## config.mk

```make
export PLATFORM = sky130hd
export DESIGN_NAME = led_serial_tx
export DESIGN_NICKNAME = d
export VERILOG_FILES = /design/src/rtl/led_serial_tx.sv
export SDC_FILE = /design/constraint.sdc
export NUM_CORES = 1
export LEC_CHECK = 0
export BUFFER_PORTS_ARGS = -buffer_cell sky130_fd_sc_hd__clkbuf_2
export CELL_PAD_IN_SITES_DETAIL_PLACEMENT = 1
export CELL_PAD_IN_SITES_GLOBAL_PLACEMENT = 2
export CORE_ASPECT_RATIO = 0.8
export CORE_MARGIN = 8
export CORE_UTILIZATION = 40
export CTS_CLUSTER_SIZE = 20
export DETAILED_ROUTE_END_ITERATION = 12
export PLACE_DENSITY = 0.93
export RECOVER_POWER = 50
export SLEW_MARGIN = 20
export SYNTH_ARGS = -nofsm -noshare
export SYNTH_HDL_FRONTEND = slang
export SYNTH_SLANG_ARGS = --single-unit
export TNS_END_PERCENT = 1
```

## constraint.sdc

```tcl
create_clock -name clk -period 6.2 [get_ports clk]
set_input_delay 0.62 -clock clk [delete_from_list [all_inputs] [get_ports clk]]
set_output_delay 0.62 -clock clk [all_outputs]
set_load 0.03 [all_outputs]
```

## src/rtl/led_serial_tx.sv

```systemverilog
// -----------------------------------------------------------------------------
// led_serial_tx
//
// Purpose:
//   Drains 24-bit colour words from a first-word-fall-through FIFO and
//   serialises them MSB-first onto a single-wire LED data line using
//   WS2812-style pulse-width bit coding. A frame is PIXELS words followed
//   by a low latch gap of RST_CYC cycles. If the FIFO runs dry at a word
//   boundary inside a frame, the frame is aborted, the line is held low
//   through the latch gap and a sticky underrun flag is raised.
//
// Configuration macro:
//   LED_TX_GRB_EN  - when defined, each loaded word is reordered from
//                    RGB input order to GRB wire order. Timing is unchanged.
//
// Ports:
//   clk          in   clock
//   rst          in   asynchronous, active-high reset
//   start        in   frame trigger pulse, only sampled while idle
//   fifo_dout    in   [23:0] FIFO head word (FWFT)
//   fifo_valid   in   FIFO head word valid
//   fifo_re      out  pop strobe for the FIFO head, one cycle per word
//   led_do       out  serial LED data line (registered)
//   busy         out  high in every state except IDLE
//   frame_done   out  one-cycle pulse on the last cycle of the latch gap
//   underrun     out  sticky FIFO-empty-at-word-boundary flag
//   state_dbg_o  out  [1:0] current FSM state (IDLE=0 LOAD=1 SEND=2 GAP=3)
//
// FIFO handshake:
//   The FIFO presents fifo_dout with fifo_valid high whenever a word is
//   available. This block pops a word by raising fifo_re in the same cycle
//   it consumes fifo_dout; fifo_re is only ever high while fifo_valid is
//   high, so every pulse is exactly one accepted word.
// -----------------------------------------------------------------------------
module led_serial_tx #(
  parameter int T0H_CYC = 40,
  parameter int T1H_CYC = 80,
  parameter int BIT_CYC = 125,
  parameter int RST_CYC = 30000,
  parameter int PIXELS  = 256
) (
  input  logic        clk,
  input  logic        rst,
  input  logic        start,
  input  logic [23:0] fifo_dout,
  input  logic        fifo_valid,
  output logic        fifo_re,
  output logic        led_do,
  output logic        busy,
  output logic        frame_done,
  output logic        underrun,
  output logic [1:0]  state_dbg_o
);

  typedef enum logic [1:0] {
    IDLE = 2'd0,
    LOAD = 2'd1,
    SEND = 2'd2,
    GAP  = 2'd3
  } state_t;

  localparam logic [15:0] T0H_W    = 16'(T0H_CYC);
  localparam logic [15:0] T1H_W    = 16'(T1H_CYC);
  localparam logic [15:0] BIT_LAST = 16'(BIT_CYC - 1);
  localparam logic [15:0] RST_LAST = 16'(RST_CYC - 1);
  localparam logic [15:0] PIX_W    = 16'(PIXELS);

  state_t      state_q, state_d;
  logic [23:0] shift_q, shift_d;
  logic [4:0]  bit_cnt_q, bit_cnt_d;
  logic [15:0] cyc_cnt_q, cyc_cnt_d;
  logic [15:0] pix_cnt_q, pix_cnt_d;
  logic        led_q, led_d;
  logic        underrun_q, underrun_d;

  logic [23:0] load_word;
  logic [15:0] pix_next;
  logic [15:0] high_thr;

  // Byte order presented to the wire.
`ifdef LED_TX_GRB_EN
  assign load_word = {fifo_dout[15:8], fifo_dout[23:16], fifo_dout[7:0]};
`else
  assign load_word = fifo_dout;
`endif

  assign pix_next = pix_cnt_q + 16'd1;

  // ---------------------------------------------------------------------------
  // State register
  // ---------------------------------------------------------------------------
  always_ff @(posedge clk or posedge rst) begin
    if (rst) begin
      state_q    <= IDLE;
      shift_q    <= 24'd0;
      bit_cnt_q  <= 5'd0;
      cyc_cnt_q  <= 16'd0;
      pix_cnt_q  <= 16'd0;
      led_q      <= 1'b0;
      underrun_q <= 1'b0;
    end else begin
      state_q    <= state_d;
      shift_q    <= shift_d;
      bit_cnt_q  <= bit_cnt_d;
      cyc_cnt_q  <= cyc_cnt_d;
      pix_cnt_q  <= pix_cnt_d;
      led_q      <= led_d;
      underrun_q <= underrun_d;
    end
  end

  // ---------------------------------------------------------------------------
  // Next-state and output logic
  // ---------------------------------------------------------------------------
  always_comb begin
    state_d    = state_q;
    shift_d    = shift_q;
    bit_cnt_d  = bit_cnt_q;
    cyc_cnt_d  = cyc_cnt_q;
    pix_cnt_d  = pix_cnt_q;
    underrun_d = underrun_q;
    fifo_re    = 1'b0;
    frame_done = 1'b0;
    high_thr   = T0H_W;
    led_d      = 1'b0;

    case (state_q)
      IDLE: begin
        if (start) begin
          state_d    = LOAD;
          underrun_d = 1'b0;
          pix_cnt_d  = 16'd0;
        end
      end

      // First word of a frame: wait as long as it takes for data.
      LOAD: begin
        if (fifo_valid) begin
          fifo_re   = 1'b1;
          shift_d   = load_word;
          bit_cnt_d = 5'd23;
          cyc_cnt_d = 16'd0;
          state_d   = SEND;
        end
      end

      SEND: begin
        if (cyc_cnt_q == BIT_LAST) begin
          cyc_cnt_d = 16'd0;
          if (bit_cnt_q != 5'd0) begin
            shift_d   = {shift_q[22:0], 1'b0};
            bit_cnt_d = bit_cnt_q - 5'd1;
          end else begin
            // Word boundary: finish the frame, chain the next word with
            // no idle cycle, or abort on an empty FIFO.
            pix_cnt_d = pix_next;
            if (pix_next == PIX_W) begin
              state_d = GAP;
            end else if (fifo_valid) begin
              fifo_re   = 1'b1;
              shift_d   = load_word;
              bit_cnt_d = 5'd23;
            end else begin
              underrun_d = 1'b1;
              state_d    = GAP;
            end
          end
        end else begin
          cyc_cnt_d = cyc_cnt_q + 16'd1;
        end
      end

      // Latch gap: cyc_cnt was zeroed on the way in.
      GAP: begin
        if (cyc_cnt_q == RST_LAST) begin
          frame_done = 1'b1;
          cyc_cnt_d  = 16'd0;
          state_d    = IDLE;
        end else begin
          cyc_cnt_d = cyc_cnt_q + 16'd1;
        end
      end

      default: begin
        state_d = IDLE;
      end
    endcase

    // The line register is loaded from the values the bit counters take in
    // the next cycle, so led_do lines up with cyc_cnt_q: the first high
    // cycle of a word is the cycle right after its fifo_re pulse.
    high_thr = shift_d[23] ? T1H_W : T0H_W;
    led_d    = (state_d == SEND) && (cyc_cnt_d < high_thr);
  end

  assign led_do      = led_q;
  assign busy        = (state_q != IDLE);
  assign underrun    = underrun_q;
  assign state_dbg_o = state_q;

endmodule
```

Word level (Yosys, flattened, before mapping)
Cells that the tools add are included.

Input bits: 28. Logic and storage cells: 74. Output and inout port bits: 7. Register bits after elaboration: 65.

Equal/unequal tests: 13. Reductions and logical operators: 9. Order comparisons: 1. $add $sub $neg: 3. Mux-type cells: 40.

Operators by type and width (number): $mux W16 (6); $mux W24 (4); $pmux W16 S3 (1); $pmux W24 S2 (1); $add A16 B1 Y16 const B (2); $pmux W16 S2 (1); $mux W5 (4); $eq A16 B15 Y1 const B (1); $eq A16 B7 Y1 const B (1); $eq A16 B9 Y1 const B (1); $lt A16 B7 Y1 (1); $mux W2 (7); $mux W1 (11); $ne A2 B2 Y1 const B (5); $pmux W5 S2 (1); $pmux W2 S4 (1); $mux W7 (1); $eq A2 B2 Y1 const B (3); $reduce_and A6 Y1 (1); $reduce_bool A2 Y1 (3); $reduce_bool A5 Y1 (1); $sub A5 B1 Y5 const B (1); $pmux W1 S2 (2); $reduce_and A4 Y1 (1); 5 further kinds (5).

Longest topological paths before layout
Gate-level depths: netlist of the first run.

Depth in word-level cells: 9. Depth in mapped cells: 17. Depth with buffers taken out: 15.

Worst setup path before layout of the first run
OpenSTA, ideal clock, no wires.

Kind: reg-to-reg. Start point: reg pix_cnt_q[0]. End point: reg led_q, in the netlist led_do. Path slack: 2.797 ns. Setup time: 0.096 ns. Arrival time: 3.308 ns. Path buffers: 0. Required time: 6.104 ns. Clock period less this slack: 3.403 ns. Stages on the path, launching flop included: 16. Cells stage by stage: dfrtp_1 -> ha_1 -> nand3_2 -> nor4_1 -> mux2i_1 -> nand4b_1 -> mux2_2 -> o221ai_1 -> o21a_1 -> inv_1 -> ha_1 -> a21o_1 -> a21oi_1 -> nand2_1 -> or4_1 -> nor4_2.

Longest elaborated chain between the ends: 9. Elaborated cells on any way between the ends: 14. Classes of those cells: add/sub (1); order compare (1); eq/ne (2); mux (9); reduce/logical (1).

RTL lines: from (decl) (line 72) `logic [15:0] pix_cnt_q, pix_cnt_d;`; from (signal assigned) (line 106) `pix_cnt_q <= pix_cnt_d;`; $add A16 B1 Y16 (line 87) `assign pix_next = pix_cnt_q + 16'd1;`; $eq A16 B9 Y1 (line 157) `if (pix_next == PIX_W) begin`; $mux W24 (line 157); $mux W24 (line 150) `if (bit_cnt_q != 5'd0) begin`; $mux W24 (line 148) `if (cyc_cnt_q == BIT_LAST) begin`; $pmux W24 S2 (line 127) `case (state_q)`; $mux W7 (line 192) `high_thr = shift_d[23] ? T1H_W : T0H_W;`; via high_thr[4] (line 78) `logic [15:0] high_thr;`; $lt A16 B7 Y1 (line 193) `led_d = (state_d == SEND) && (cyc_cnt_d < high_thr);`; $logic_and A1 B1 Y1 (line 193); via led_d (line 73) `logic led_q, led_d;`; to (signal assigned) (line 107) `led_q <= led_d;`; to (decl) (line 73).

The timed path passes the listed nets, and every way through them passes these cells. The select of a mux whose other input is x is not followed. A chain may end at the register's enable or synchronous reset.

Worst setup path after layout of the first run
Start point: reg pix_cnt_q[0]. End point: out fifo_re.

Longest elaborated chain between the ends: 6.

RTL lines: $add A16 B1 Y16 (line 87); $eq A16 B9 Y1 (line 157); $mux W1 (line 157); $mux W1 (line 150); $mux W1 (line 148); $pmux W1 S2 (line 127); to (decl) (line 47) `output logic fifo_re,`.

Every way passes these cells.

==> results of run 1 <==
[worst paths after layout]
check,startpoint,endpoint,slack (ns),cells past startpoint
max,pix_cnt_q[0],fifo_re,2.01,9
min,pix_cnt_q[15],pix_cnt_q[15],0.52,1
max reg2reg,pix_cnt_q[0],led_do,2.22,15
min reg2reg,pix_cnt_q[15],pix_cnt_q[15],0.52,1
max in group asynchronous,rst,cyc_cnt_q[12],2.46,3
min in group asynchronous,rst,pix_cnt_q[0],1.67,3
[placed cells by master, fill, tap and decap left out, drive strengths merged, types with 3 or more instances in the layout]
cell type / netlist / routed
xnor2: 8 / 8
nor3: 8 / 8
mux2i: 3 / 3
and4: 5 / 5
mux2: 23 / 23
nand2: 41 / 41
clkbuf: 23 / 45
a221oi: 22 / 22
nor2b: 7 / 7
a21oi: 12 / 12
o31ai: 15 / 15
nor4: 6 / 6
o41ai: 3 / 3
nand4: 11 / 11
nor3b: 3 / 3
nand3: 14 / 14
dfrtp: 65 / 65
and3: 8 / 8
o22ai: 3 / 3
inv: 16 / 15
or3: 4 / 4
nand2b: 9 / 9
or2: 5 / 5
and2: 6 / 6
o21a: 3 / 3
o21ai: 65 / 65
ha: 11 / 11
a31oi: 5 / 5
clkinv: 0 / 4
nor2: 56 / 56
[cell type report]
type                    instances  area [µm²]
clock buffers                  10       239.0
clock inverters                 6       67.56
fillers                      1246        5483
well taps                     140       175.2
multi-input cells             384        2486
flip-flops and latches         65        1627
inverters                      16       60.06
repair buffers                 37       185.2
[critical path, delay by kind of cell (launching register included)]
family                   cells  cell delay (ns)
flip-flops                   1             0.42
AO/OA/AOI/OAI                2             0.87
AND/OR/NAND/NOR              5             1.49
adder cells (fa/ha/maj)      1             0.26
buffers and inverters        1             0.18
[state kept, by name, indices dropped and copies added, names as in the netlist]
name / flops
cyc_cnt_q: 16
pix_cnt_q: 16
shift_q: 24
bit_cnt_q: 5
underrun: 1
led_do: 1
state_dbg_o: 2
[cells by family after synthesis]
family                     after synthesis
and+or+nand+nor                        193
xor gates and xnor gates                 9
adders and majority gates               11
muxes                                   26
buffers and inverters                   46
DFF                                     65
AOI/OAI and AO/OA                      145
[layer usage]
metal / vias up / routed length [µm] / GRT usage
li1: 1857 / - / -
met1: 2034 / 6153 / 0.2494
met2: 96 / 5714 / 0.2919
met3: 20 / 651 / 0.03892
met4: 0 / 235 / 0.07114
met5: - / 0 / 0
[metrics by stage]
stage                 util  hold slack (ns)  std cells  total power, mW
floorplan                -           0.4667        495            1.014
global placement    0.4394           0.4885        642            1.158
detailed placement  0.4394           0.5064        642            1.189
CTS                 0.4691           0.5178        658            1.717
global route        0.4688           0.5517        658            1.808
finish              0.4688           0.5243        658            1.705
[report_power, final]
group | switching (mW) | internal (mW) | total (mW)
sequential | 0.0695 | 0.508 | 0.577
clock | 0.199 | 0.323 | 0.521
combinational | 0.395 | 0.211 | 0.606
total | 0.664 | 1.04 | 1.70
==> flow_summary.toml, run 1 <==
[critical_path]
cp_max_fo = 24
crit_top_cell = "nand3_2"
worst_ep_required_time_ns = 5.58
cp-start-kind = "register"
crit_chain = "ha_1, nand3_2, or4_4, a211oi_4, nand3_2, or3_4, a41o_1, and3_1, clkbuf_2"
cp_slowest_cell = "a41o_1"
worst_setup_path_end_kind = "output port"
critical_path_class = "reg -> out"
max_stage_delay_ns = 0.56
cp.arrival_ns = 3.57

[hold_path]
hold_class = "reg -> reg"

[global_route]
first_global_vias = 4244
grt_usage = 0.1862
grt_pass1_wl_mm = 21.79
antenna_found_initial = 0
grt_start_max_net_pins = 66
grt.overflow.total = 0

[timing]
finalSetupTns_ns = 0
finalSetupViolCount = 0
worst_slew_pin_slew_ns = 3.667
finalCritPeriodShare = 0.6754
max_freq_mhz = 238.8
slew_viol_final = 66
relSlewSlack = -1.445
setup_ws_ns = 2.012
period_needed_ns = 4.188
skew_ns = 0.007224
grt_setup_unrepaired = "false"
finalHoldViolCount = 0

[power_and_ir_drop]
power.density_nw_per_um2 = 352.3
p_leak_nw = 2.018
ir_drop_mv = 0.1739

[clocking]
cts_setup_buffers = 0
cts_resized = 0
cts-root-buf = "clkbuf_16"
worstSkewPairLatency_ns = 0.34
clk_pin_slew_ns = 0.06
cts_sinks = 65
cts.path.max_buffers = 2
cts_hold_buf = 0
cts_tree = "done"
htreeDepth = 3
cts_inserted_buffers = 9

[place]
place_congestion = 0.8169
placed_cell_area_um2 = 4536
port_buffers = 34
dpl.hpwl_mm = 8.998
dp_slack_ns = 2.281

[drt]
drc_errors = 0
vias = 4007
drtPass1Iterations = 4
drt-total-wl_mm = 12.75
ant_nets = 0
drt-initial-drc-count = 271
viasPerCell = 6.090
wire_per_inst_um = 19.38

[yosys]
synthFlopType = "dfrtp_1"
synth-compound-area-share = 0.2224
netlist_instances = 495
synthXorXnorAreaFrac = 0.01841
ys_ff_latch = 65
async_reset_ff_frac = 1.000
synth_top_area_cell = "dfrtp_1"
synth.cell_area_um2 = 4282
synth_common_cells = "65 x dfrtp_1, 64 x o21ai_0, 56 x nor2_1, 41 x nand2_1"
synth_fa_ha_area_frac = 0.03214
synth_edf_count = 0
yosys_warnings = 0
ys_seq_area_frac = 0.3799
yosysMostFrequentCell = "dfrtp_1"
synth_top_family_by_area = "simple AND/OR/NAND/NOR gates"
synth_simple_gate_area_frac = 0.2373
synth.area.mux_share = 0.06750
synth.distinct_cells = 58
synth_nets = 534
synth_area_leaders = "dfrtp_1 38%, o21ai_0 7.5%, mux2_2 6.0%, nor2_1 4.9%, a221oi_1 4.5%"
synth.top_cell.area_share = 0.3799
avgSynthCellArea_um2 = 8.650

[run_status]
status = "complete, but fails checks"
violations = "max-capacitance violations, max-slew violations"

[final_layout]
drive_gt1_frac = 0.1757
antennaDiodeCount = 0
final_nets = 552
areaGrowthSynthToFinish_pct = 13.03
final_area_um2 = 4840

[flow_run]
maxCapViolCount = 1

[die]
initial_core_util = 0.4148
dieHeight_um = 108.5
die-area_um2 = 14290
die_width_um = 131.7
rows = 33
core-area_um2 = 10320
num_io_pins = 35
Power figures use the tool's default switching activity.
==> inputs of run 2 (changes only) <==
--- a/config.mk
+++ b/config.mk
@@ -10,10 +10,10 @@
 export CELL_PAD_IN_SITES_GLOBAL_PLACEMENT = 2
 export CORE_ASPECT_RATIO = 0.8
 export CORE_MARGIN = 8
-export CORE_UTILIZATION = 40
+export CORE_UTILIZATION = 34
 export CTS_CLUSTER_SIZE = 20
 export DETAILED_ROUTE_END_ITERATION = 12
-export PLACE_DENSITY = 0.93
+export PLACE_DENSITY = 0.85
 export RECOVER_POWER = 50
 export SLEW_MARGIN = 20
 export SYNTH_ARGS = -nofsm -noshare
==> constraint.sdc (replaced) <==
create_clock -name clk -period 3.5 [get_ports clk]
set_input_delay 0.35 -clock clk [delete_from_list [all_inputs] [get_ports clk]]
set_output_delay 0.35 -clock clk [all_outputs]
set_load 0.03 [all_outputs]
==> flow_summary.toml, run 2 (synthesis gave the netlist of run 1 again) <==
[global_route]
antenna_found_initial = 0
grt_pass1_wl_mm = 22.86
grt_start_max_net_pins = 46
first_global_vias = 4337
grt_usage = 0.1739
grt.overflow.total = 0

[die]
rows = 36
dieHeight_um = 116.4
initial_core_util = 0.3495
core-area_um2 = 12250
num_io_pins = 35
die_width_um = 141.5
die-area_um2 = 16460

[timing]
finalSetupViolCount = 0
fin_hold_ws_ns = 0.4137
finalCritPeriodShare = 0.9928
max_freq_mhz = 287.8
skew_ns = 0.01082
finalHoldViolCount = 0
worst_slew_pin_slew_ns = 2.160
slew_viol_final = 46
setup_ws_ns = 0.02524
grt_setup_unrepaired = "true"
finalSetupTns_ns = 0
relSlewSlack = -0.4480
period_needed_ns = 3.475

[critical_path]
worst_ep_required_time_ns = 3.73
critPathLaunch = "pix_cnt_q[0]"
cp_slowest_cell = "or4_4"
cp.arrival_ns = 3.71
reg2reg_depth = 14
crit_buf_inv = 0
worst_setup_path_end_kind = "register"
cp_max_fo = 4
crit_chain = "ha_2, nand3_2, or4_4, a211oi_4, nand4_1, mux2_2, o221ai_2, o21a_1, ha_1, a21o_1, a21oi_2, nand2_1, or4_1, nor4_2"
critical_path_class = "reg -> reg"
reg2reg_slack_ns = 0.03
r2r-end = "led_do"
rr_startpoint = "pix_cnt_q[0]"
path_depth = 14
crit_family = "simple AND/OR/NAND/NOR gates"
cp-start-kind = "register"
max_stage_delay_ns = 0.53
endpoint = "led_do"

[final_layout]
fin_cells = 717
largest_reg_flops = 24
areaGrowthSynthToFinish_pct = 19.20
seqCellArea_um2 = 1627
regMostFlops = "shift_q"
antennaDiodeCount = 0
fill_cells = 1483
mostFrequentLayoutCell = "dfrtp_1"
multi_input_comb_area_um2 = 2529
largest_registers = "shift_q x24, cyc_cnt_q x16, pix_cnt_q x16"
drive_gt1_frac = 0.2344
final_nets = 581
final_area_um2 = 5104
postLayoutCoreUtil = 0.4166
layout_common_cells = "65 x dfrtp_1, 63 x o21ai_0, 55 x nor2_1"

[power_and_ir_drop]
power_mw = 2.994
power.density_nw_per_um2 = 586.7
p_leak_nw = 2.145
ir_drop_mv = 0.4298

[drt]
ant_nets = 0
drc_errors = 0
drtPass1Iterations = 4
drt-total-wl_mm = 13.62
vias = 4035
wire_per_inst_um = 18.99
viasPerCell = 5.628
drt-initial-drc-count = 267

[hold_path]
hp-start = "fifo_dout[13]"
hold_class = "in -> reg"

[clocking]
worstSkewPairLatency_ns = 0.34
cts.path.max_buffers = 2
cts_inserted_buffers = 9
cts_tree = "done"
cts-root-buf = "clkbuf_16"
cts_sinks = 65
htreeDepth = 3
clk_pin_slew_ns = 0.06

[place]
port_buffers = 34
dp.cells = 699
placed_cell_area_um2 = 4770
dp_slack_ns = -0.05358
place_congestion = 0.8471
dpl.hpwl_mm = 9.615

[run_status]
status = "complete, but fails checks"
violations = "max-capacitance violations, max-slew violations"

[flow_run]
maxCapViolCount = 1
==> run 2: cell count changes in the layout (fill, tap and decap cells not counted), sizes merged <==
cell,change
clkbuf,-2
bufinv,-1
clkinvlp,+2
clkinv,-2
inv,+1
buf,+30
==> run 2: worst min path at each step <==
| stage | to | slack [ns] | cells after the start |
|---|---|---|---|
| 2_1_floorplan | pix_cnt_q[15] | 0.47 | 1 |
| 4_1_cts | pix_cnt_q[10] | 0.29 | 2 |
| 3_5_place_dp | pix_cnt_q[15] | 0.50 | 1 |
| 5_1_grt | shift_q[13] | 0.43 | 4 |
| 6_report | shift_q[13] | 0.41 | 4 |
| 3_3_place_gp | pix_cnt_q[15] | 0.49 | 1 |
==> run 2: what timing repair did <==
item	in CTS	in global routing
resized for setup	5	4
pin swaps	2	4
setup buffers	1	2
endpoints found under the setup margin	1	1
hold buffers	0	0
cloned	0	0
==> run 2: cell type report <==
cell class,instances,area share
Tap cell,171,0.04192
Clock buffer,9,0.04413
Timing Repair Buffer,66,0.07894
Multi-Input combinational cell,384,0.4955
Inverter,16,0.01201
Clock inverter,6,0.008826
Sequential cell,65,0.3187
==> run 2: worst register-to-register path, delay by kind of cell, from the launching register on <==
kind,cells,cell delay [ns]
adders and majority gates,2,0.46
muxes,1,0.28
AOI/OAI and AO/OA,5,0.87
DFF,1,0.35
and+or+nand+nor,6,1.40
==> run 2: per-layer routing <==
layer / wire length [µm] / up-vias / global-route usage / share of wire
li1: - / 1923 / - / -
met1: 6742 / 2040 / 0.2348 / 0.50
met2: 6311 / 63 / 0.2787 / 0.46
met3: 449 / 9 / 0.03717 / 0.033
met4: 116 / 0 / 0.04354 / 0.0085
met5: 0 / - / 0 / 0
==> run 2: where the power goes <==
group	leakage (nW)	switching, mW	internal [mW]	total (mW)
logic	1.17	0.722	0.411	1.13
clock network	0.124	0.362	0.477	0.839
registers	0.855	0.122	0.900	1.02
total	2.15	1.21	1.79	2.99
==> inputs of run 3 (changes only) <==
--- a/config.mk
+++ b/config.mk
@@ -13,8 +13,9 @@
 export CORE_UTILIZATION = 34
 export CTS_CLUSTER_SIZE = 20
 export DETAILED_ROUTE_END_ITERATION = 12
-export PLACE_DENSITY = 0.85
+export PLACE_DENSITY = 0.79
 export RECOVER_POWER = 50
+export SETUP_SLACK_MARGIN = 0.1
 export SLEW_MARGIN = 20
 export SYNTH_ARGS = -nofsm -noshare
 export SYNTH_HDL_FRONTEND = slang
==> flow_summary.toml, run 3 (synthesis gave the netlist of run 1 again) <==
[final_layout]
regMostFlops = "shift_q"
final_nets = 597
areaGrowthSynthToFinish_pct = 24.99
postLayoutCoreUtil = 0.4368
antennaDiodeCount = 0
layout_common_cells = "63 x o21ai_0, 63 x dfrtp_1, 55 x nor2_1"
largest_reg_flops = 24
drive_gt1_frac = 0.2718
largest_registers = "shift_q x24, cyc_cnt_q x16, pix_cnt_q x16"
fill_cells = 1467

[global_route]
antenna_found_initial = 0
grt_usage = 0.1762
grt_pass1_wl_mm = 23.07
grt_start_max_net_pins = 47
grt.overflow.total = 0
first_global_vias = 4395

[hold_path]
hold_class = "in -> reg"

[place]
dpl.hpwl_mm = 9.592
dp_slack_ns = -0.06788
place_congestion = 0.8369
port_buffers = 34

[drt]
drtPass1Iterations = 4
ant_nets = 0
drt-total-wl_mm = 13.81
vias = 4102
drc_errors = 0
drt-initial-drc-count = 187
viasPerCell = 5.589
wire_per_inst_um = 18.81

[timing]
finalHoldViolCount = 0
relSlewSlack = -0.4484
worst_slew_pin_slew_ns = 2.161
setup_ws_ns = -0.1349
max_freq_mhz = 275.1
slew_viol_final = 47
grt_setup_unrepaired = "true"
period_needed_ns = 3.635
finalSetupViolCount = 2
skew_ns = 0.01436
finalCritPeriodShare = 1.039

[die]
num_io_pins = 35
die-area_um2 = 16460
die_width_um = 141.5
rows = 36
initial_core_util = 0.3495
dieHeight_um = 116.4
core-area_um2 = 12250

[power_and_ir_drop]
power.density_nw_per_um2 = 579.4
p_leak_nw = 2.285
ir_drop_mv = 0.2980

[clocking]
cts_hold_buf = 0
clk_pin_slew_ns = 0.06
cts-root-buf = "clkbuf_16"
htreeDepth = 3
cts_inserted_buffers = 9
cts_tree = "done"
cts.path.max_buffers = 2
worstSkewPairLatency_ns = 0.35
cts_sinks = 65

[critical_path]
cp.arrival_ns = 3.88
worst_ep_required_time_ns = 3.74
cp_max_fo = 4
critical_path_class = "reg -> reg"
worst_setup_path_end_kind = "register"
cp-start-kind = "register"

[run_status]
violations = "max-capacitance violations, max-slew violations, negative setup slack"
status = "complete, but fails checks"

[flow_run]
maxCapViolCount = 1
==> run 3: worst max-delay path, stage by stage (launching register included) <==
cell	delay, ns
dfrtp_1	0.41
buf_6	0.13
nand4_1	0.21
nor3_2	0.35
mux2i_2	0.32
nand4b_1	0.20
mux2_4	0.35
o221ai_4	0.07
o21a_2	0.22
ha_4	0.21
a21o_1	0.18
a21oi_2	0.11
nand2_1	0.06
or4_4	0.43
nor4_4	0.28
==> run 3: layer usage <==
metal / routed length (µm) / part of all wire / track usage
met2: 6591 / 0.48 / 0.2864
met3: 449 / 0.033 / 0.04044
met4: 119 / 0.0086 / 0.05353
met1: 6650 / 0.48 / 0.2300
met5: 0 / 0 / 0
==> run 3: final timing paths <==
check	from	endpoint	slack [ns]	depth (start not counted)
max in group asynchronous	rst	cyc_cnt_q[9]	1.14	3
setup / recovery	pix_cnt_q[0]	led_do	-0.13	14
min in group asynchronous	rst	pix_cnt_q[9]	0.54	2
hold / removal	fifo_dout[9]	shift_q[9]	0.40	4
setup reg to reg	pix_cnt_q[0]	led_do	-0.13	14
hold reg to reg	bit_cnt_q[3]	bit_cnt_q[3]	0.54	2
==> run 3: final cells by class <==
| class | instances | area, µm² | area share |
|---|---|---|---|
| well taps | 171 | 214.0 | 0.03998 |
| clock buffers | 10 | 229.0 | 0.04279 |
| repair buffers | 82 | 534.3 | 0.09984 |
| multi-input cells | 384 | 2615 | 0.4887 |
| inverters | 16 | 61.31 | 0.01146 |
| flip-flops and latches | 65 | 1629 | 0.3044 |
| clock inverters | 6 | 68.82 | 0.01286 |
==> run 3: metrics by stage <==
stage	cells	power (mW)	instance area [µm²]	hold slack [ns]	TNS, ns
after detailed placement	710	2.163	4858	0.4992	-0.06788
after CTS	727	3.105	5213	0.2628	0
final	734	3.101	5351	0.3984	-0.1699
after floorplan	495	1.796	4288	0.4667	0
after global routing	734	3.312	5351	0.4264	-0.4672
after global placement	710	2.114	4858	0.4805	0
==> run 3: what timing repair did <==
action                                  4_1_cts  5_1_grt
resized for setup                             8       18
pin swaps                                     3       10
buffers inserted                              1        7
cloned                                        0        0
endpoints found under the setup margin        2        2
==> run 3: where the power goes <==
part / switching, mW / internal, mW
Sequential: 0.119 / 0.900
Combinational: 0.726 / 0.438
Clock: 0.365 / 0.554
